### config.mk
export PLATFORM = sky130hd
export DESIGN_NAME = spi_ctrl_bank
export DESIGN_NICKNAME = d
export VERILOG_FILES = /design/src/rtl/spi_ctrl_bank.sv
export SDC_FILE = /design/constraint.sdc
export NUM_CORES = 1
export LEC_CHECK = 0
export BUFFER_PORTS_ARGS = -buffer_cell sky130_fd_sc_hd__buf_2
export CAP_MARGIN = 25
export CORE_MARGIN = 1.5
export CORE_UTILIZATION = 45
export DETAILED_ROUTE_END_ITERATION = 10
export HOLD_SLACK_MARGIN = 0.15
export PLACE_DENSITY = 0.62
export SLEW_MARGIN = 20
export SYNTH_ARGS = -nofsm -noshare
export SYNTH_HDL_FRONTEND = slang
export SYNTH_SLANG_ARGS = --single-unit
### constraint.sdc
create_clock -name clk_i -period 4.15 [get_ports clk_i]
set_input_delay 0 -clock clk_i [delete_from_list [all_inputs] [get_ports clk_i]]
set_output_delay 0 -clock clk_i [all_outputs]
set_load 0.02 [all_outputs]
### src/rtl/spi_ctrl_bank.sv
// rtl/spi_ctrl_bank.sv - per-channel SPI control words, round-robin dispatch to one shared engine
// Optional feature macro: SPI_CTRL_IRQ_EN (registered irq_o from sticky status bits).
module spi_ctrl_bank #(
  parameter int N_CH      = 4,
  parameter int CNT_WIDTH = 10,
  parameter int AW        = $clog2(N_CH + 1)
) (
  input  logic                    clk_i,
  input  logic                    rst_i,
  input  logic                    wr_i,
  input  logic [AW-1:0]           addr_i,
  input  logic [31:0]             data_i,
  output logic [31:0]             rdata_o,
  output logic                    start_o,
  output logic [$clog2(N_CH)-1:0] ch_o,
  output logic [31:0]             ctrl_o,
  input  logic                    done_i,
  input  logic [CNT_WIDTH-1:0]    n_rx_end_i,
  output logic                    busy_o,
  output logic                    irq_o
);

  localparam int CHW   = $clog2(N_CH);
  localparam int RX_LO = CNT_WIDTH + 2;
  localparam int RX_HI = 2 * CNT_WIDTH + 1;

  typedef enum logic [1:0] {S_IDLE, S_ISSUE, S_BUSY} state_t;

  state_t          r_state;
  state_t          w_state_nxt;
  logic [31:0]     r_ctrl [N_CH];
  logic [N_CH-1:0] r_done;
  logic            r_err;
  logic [CHW-1:0]  r_rr_ptr;
  logic [CHW-1:0]  r_ch;
  logic [31:0]     r_ctrl_o;
  logic [31:0]     r_rdata;

  logic            w_found;
  logic [CHW-1:0]  w_pick;
  logic [31:0]     w_pick_word;
  logic            w_complete;
  logic            w_stat_wr;
  logic            w_collide;
  logic [N_CH-1:0] w_wr_en;
  logic [N_CH-1:0] w_done_clr;
  logic [N_CH-1:0] w_done_set;
  logic [31:0]     w_status;
  logic [31:0]     w_rdata;

  // Pending channel closest to rr_ptr, measured as forward distance modulo N_CH.
  always_comb begin
    int v_off;
    int v_best;
    v_off       = 0;
    v_best      = N_CH;
    w_found     = 1'b0;
    w_pick      = '0;
    w_pick_word = '0;
    for (int c = 0; c < N_CH; c++) begin
      if (r_ctrl[c][0]) begin
        v_off = (c + N_CH - int'(r_rr_ptr)) % N_CH;
        if (v_off < v_best) begin
          v_best      = v_off;
          w_found     = 1'b1;
          w_pick      = CHW'(c);
          w_pick_word = r_ctrl[c];
        end
      end
    end
  end

  always_ff @(posedge clk_i or negedge rst_i) begin
    if (!rst_i) r_state <= S_IDLE;
    else        r_state <= w_state_nxt;
  end

  always_comb begin
    w_state_nxt = r_state;
    case (r_state)
      S_IDLE:  if (w_found) w_state_nxt = S_ISSUE;
      S_ISSUE: w_state_nxt = S_BUSY;
      S_BUSY:  if (done_i) w_state_nxt = S_IDLE;
      default: w_state_nxt = S_IDLE;
    endcase
  end

  always_comb begin
    start_o = 1'b0;
    busy_o  = 1'b0;
    case (r_state)
      S_ISSUE: start_o = 1'b1;
      S_BUSY:  busy_o  = 1'b1;
      default: ;
    endcase
  end

  assign w_complete = (r_state == S_BUSY) && done_i;
  assign w_stat_wr  = wr_i && (addr_i == AW'(N_CH));
  assign w_collide  = wr_i && busy_o && (addr_i == AW'(r_ch));
  assign w_done_clr = w_stat_wr ? data_i[N_CH-1:0] : '0;

  always_comb begin
    w_wr_en    = '0;
    w_done_set = '0;
    for (int c = 0; c < N_CH; c++) begin
      w_wr_en[c]    = wr_i && (addr_i == AW'(c)) && !(busy_o && (r_ch == CHW'(c)));
      w_done_set[c] = w_complete && (r_ch == CHW'(c));
    end
  end

  always_comb begin
    w_status           = '0;
    w_status[N_CH-1:0] = r_done;
    w_status[31]       = r_err;
  end

  always_comb begin
    w_rdata = '0;
    for (int c = 0; c < N_CH; c++) begin
      if (addr_i == AW'(c)) w_rdata = r_ctrl[c];
    end
    if (addr_i == AW'(N_CH)) w_rdata = w_status;
  end

  // A write to the in-flight word is masked off in w_wr_en, so it never races the write-back.
  always_ff @(posedge clk_i or negedge rst_i) begin
    if (!rst_i) begin
      for (int c = 0; c < N_CH; c++) r_ctrl[c] <= '0;
    end else begin
      for (int c = 0; c < N_CH; c++) begin
        if (w_wr_en[c]) begin
          r_ctrl[c] <= data_i;
        end else if (w_done_set[c]) begin
          r_ctrl[c][0]           <= 1'b0;
          r_ctrl[c][RX_HI:RX_LO] <= n_rx_end_i;
        end
      end
    end
  end

  // Set terms are OR-ed in after the W1C mask so a same-cycle set wins.
  always_ff @(posedge clk_i or negedge rst_i) begin
    if (!rst_i) begin
      r_done <= '0;
      r_err  <= 1'b0;
    end else begin
      r_done <= (r_done & ~w_done_clr) | w_done_set;
      r_err  <= (r_err & ~(w_stat_wr && data_i[31])) | w_collide;
    end
  end

  always_ff @(posedge clk_i or negedge rst_i) begin
    if (!rst_i) begin
      r_rr_ptr <= '0;
      r_ch     <= '0;
      r_ctrl_o <= '0;
      r_rdata  <= '0;
    end else begin
      r_rdata <= w_rdata;
      if (r_state == S_IDLE && w_found) begin
        r_ch     <= w_pick;
        r_ctrl_o <= w_pick_word;
      end
      if (w_complete) begin
        r_rr_ptr <= (r_ch == CHW'(N_CH - 1)) ? '0 : r_ch + CHW'(1);
      end
    end
  end

  assign rdata_o = r_rdata;
  assign ch_o    = r_ch;
  assign ctrl_o  = r_ctrl_o;

`ifdef SPI_CTRL_IRQ_EN
  logic r_irq;
  always_ff @(posedge clk_i or negedge rst_i) begin
    if (!rst_i) r_irq <= 1'b0;
    else        r_irq <= (|r_done) | r_err;
  end
  assign irq_o = r_irq;
`else
  assign irq_o = 1'b0;
`endif

endmodule
==> results.json <==
{
  "dpl_cell_area_um2": 10600,
  "cts_max_level": 1,
  "synth-xor-area-share_pct": 0.268,
  "syn_area_per_cell_um2": 11.9,
  "antennaDiodeCount": 0,
  "cellLeakagePower_nw": 5.27,
  "async_flop_share_pct": 100,
  "grt_pass1_wl_mm": 42.3,
  "worstPathArrival_ns": 3.73,
  "muxShareOfSynthArea_pct": 17.2,
  "worstSetupStartpointType": "register",
  "syn_nets": 878,
  "grt-ovfl-total": 0,
  "worst_setup_path_end_kind": "register",
  "grt_pass1_vias": 7458,
  "finClkSkew_ns": 0.00937,
  "routed_wirelength_mm": 26.8,
  "seq_area_frac_synth_pct": 51.8,
  "rows": 53,
  "path_class": "register to register",
  "root_buffer": "clkbuf_16",
  "synth_area_um2": 9810,
  "postRouteAntennaNets": 0,
  "synthSimpleGateAreaFrac_pct": 9.60,
  "vias": 7437,
  "cts_inserted_buffers": 22,
  "dieArea_um2": 22700,
  "power_density_nw_per_um2": 728,
  "wire_per_inst_um": 21.3,
  "min_period_ns": 3.31,
  "clk_pin_slew_ns": 0.06,
  "slew_violations": 0,
  "fillers": 1877,
  "min_path_type": "input pin to asynchronous set/reset pin",
  "grt.total_usage_pct": 24.4,
  "final.setup.worst_slack_ns": 0.839,
  "cts_tree": "done",
  "finalPower_mw": 8.65,
  "firstDrtPassIters": 4,
  "post-route-period-util_pct": 79.8,
  "nets": 1026,
  "syn_to_final_growth_pct": 21.2,
  "ioPinCount": 118,
  "start_util_pct": 46.2,
  "max_cap_violations": 0,
  "rr_worst_depth": 14,
  "final_cell_mix": "dfrtp_1, buf_2, nand2_1",
  "place_hpwl_mm": 15.9,
  "synth_fa_ha_area_share_pct": 0.765,
  "synth_edf_count": 0,
  "rsz0062_at_grt": "no",
  "final-setup-viol-count": 0,
  "clk_latency_ns": 0.50,
  "clock-sinks": 203,
  "io_buffers": 116,
  "drive_gt1_share_pct": 22.9,
  "fmax_ghz": 0.302,
  "cp_max_fo": 45,
  "core-area_um2": 21200,
  "syn_inst": 823,
  "via_per_inst": 5.90,
  "ys_ff_latch": 203,
  "ys.flop_type": "dfrtp_1",
  "antenna_found_initial": 0,
  "finalHoldViolCount": 0,
  "status": "complete, no violations",
  "ctsResizeCount": 0,
  "grt_max_degree": 110,
  "required_ns": 4.57,
  "cts_buffer_depth": 3,
  "yosys_warnings": 0,
  "post-route-util_pct": 56.0,
  "register_area_um2": 5080,
  "ys_types": 49,
  "slew_headroom_pct": 26.2,
  "tns_ns": 0,
  "tightest_slew_ns": 1.10,
  "crit_start": "r_ctrl[64]",
  "fp.dieH_um": 151,
  "pre_cts_slack_ns": 0.882,
  "drt_iter0_markers": 480,
  "routabilityCongestion": 0.771,
  "die_w_um": 151,
  "synth_top_family_by_area": "multiplexers",
  "rr_startpoint": "r_ctrl[64]",
  "drc": 0,
  "synth_compound_area_share_pct": 16.1,
  "final_common_cell": "dfrtp_1",
  "multiInputGateArea_um2": 4340,
  "design_area_um2": 11900,
  "ir_drop_mv": 0.311
}
==> cells in the mapped netlist (all sizes together) (4+ instances only) <==
cell     number  share of area (%)
a2111o       31                3.6
a2111oi       4                1.1
a21o          4               0.31
a22oi        41                3.2
a31oi        33                2.1
a32oi        31                2.8
and3          5               0.32
buf          45                2.8
clkbuf       26               0.99
dfrtp       203                 52
ha            6               0.77
inv          12               0.46
mux2         85                9.8
mux4         32                7.3
nand2        93                3.6
nand2b        5               0.34
nand3         5               0.26
nor2         70                2.7
nor2b        28                1.8
o21ai        41                2.1
==> path summary, 6_finish.rpt <==
check / to / slack (ns)
max in group asynchronous: r_ctrl[41] / 2.91
min in group clk_i: rdata_o[8] / 0.24
worst min-delay path: ctrl_o[0] / 0.15
worst max-delay path: ctrl_o[24] / 0.84
worst min register to register: ctrl_o[0] / 0.47
worst max register to register: ctrl_o[24] / 0.84
==> critical path, cell delays in order (launching register included) <==
cell	delay, ns
dfrtp_1	0.48
inv_1	0.19
mux2i_1	0.10
a21oi_1	0.24
ha_1	0.28
o22ai_1	0.24
o21ai_4	0.08
nand2_1	0.07
o21ai_0	0.08
ha_1	0.28
o32ai_1	0.10
and2_2	0.46
buf_12	0.28
o21ai_0	0.12
a31oi_1	0.19
==> metal layers <==
metal | global-route usage, % | vias to the layer above | routed length [um] | share of wire [%]
met5 | 0 | - | 0 | 0
met4 | 7.28 | 0 | 525 | 2.0
li1 | - | 3351 | - | -
met1 | 34.7 | 3786 | 12000 | 45
met2 | 38.5 | 248 | 12600 | 47
met3 | 3.85 | 52 | 1650 | 6.2
==> through the flow <==
stage               hold WS [ns]  std cells
floorplan                 -0.296        823
global placement           0.191       1166
detailed placement         0.181       1166
CTS                        0.224       1261
global route               0.262       1261
finish                     0.152       1261
==> layout make-up <==
| class | instances | share of cell area (%) |
|---|---|---|
| multi-input combinational | 537 | 36.5 |
| clock inverter | 5 | 0.631 |
| timing repair buffer | 195 | 11.2 |
| clock buffer | 34 | 5.69 |
| sequential | 203 | 42.7 |
| tap | 275 | 2.89 |
| inverter | 12 | 0.379 |
==> registers in the layout, summed over array words and instances, names as in the netlist <==
signal,count
r_state,2
r_ctrl,128
r_done,4
r_rr_ptr,2
ch_o,2
r_err,1
ctrl_o,32
rdata_o,32
==> kinds of logic after synthesis <==
logic type,count (synthesis)
AND/OR/NAND/NOR,214
flip-flops,203
AO/OA/AOI/OAI,195
multiplexers,118
buffers and inverters,83
adder cells (fa/ha/maj),6
XOR/XNOR,3
other,1
==> where the power goes <==
part           switching, mW  internal, mW
registers              0.600          2.74
logic                   1.87          1.42
clock network          0.786          1.24
==> repair_timing <==
item	in CTS	in global routing
setup buffers	0	0
hold buffers	56	0
endpoints found under the hold margin	268	0
Power figures use the tool's default switching activity.
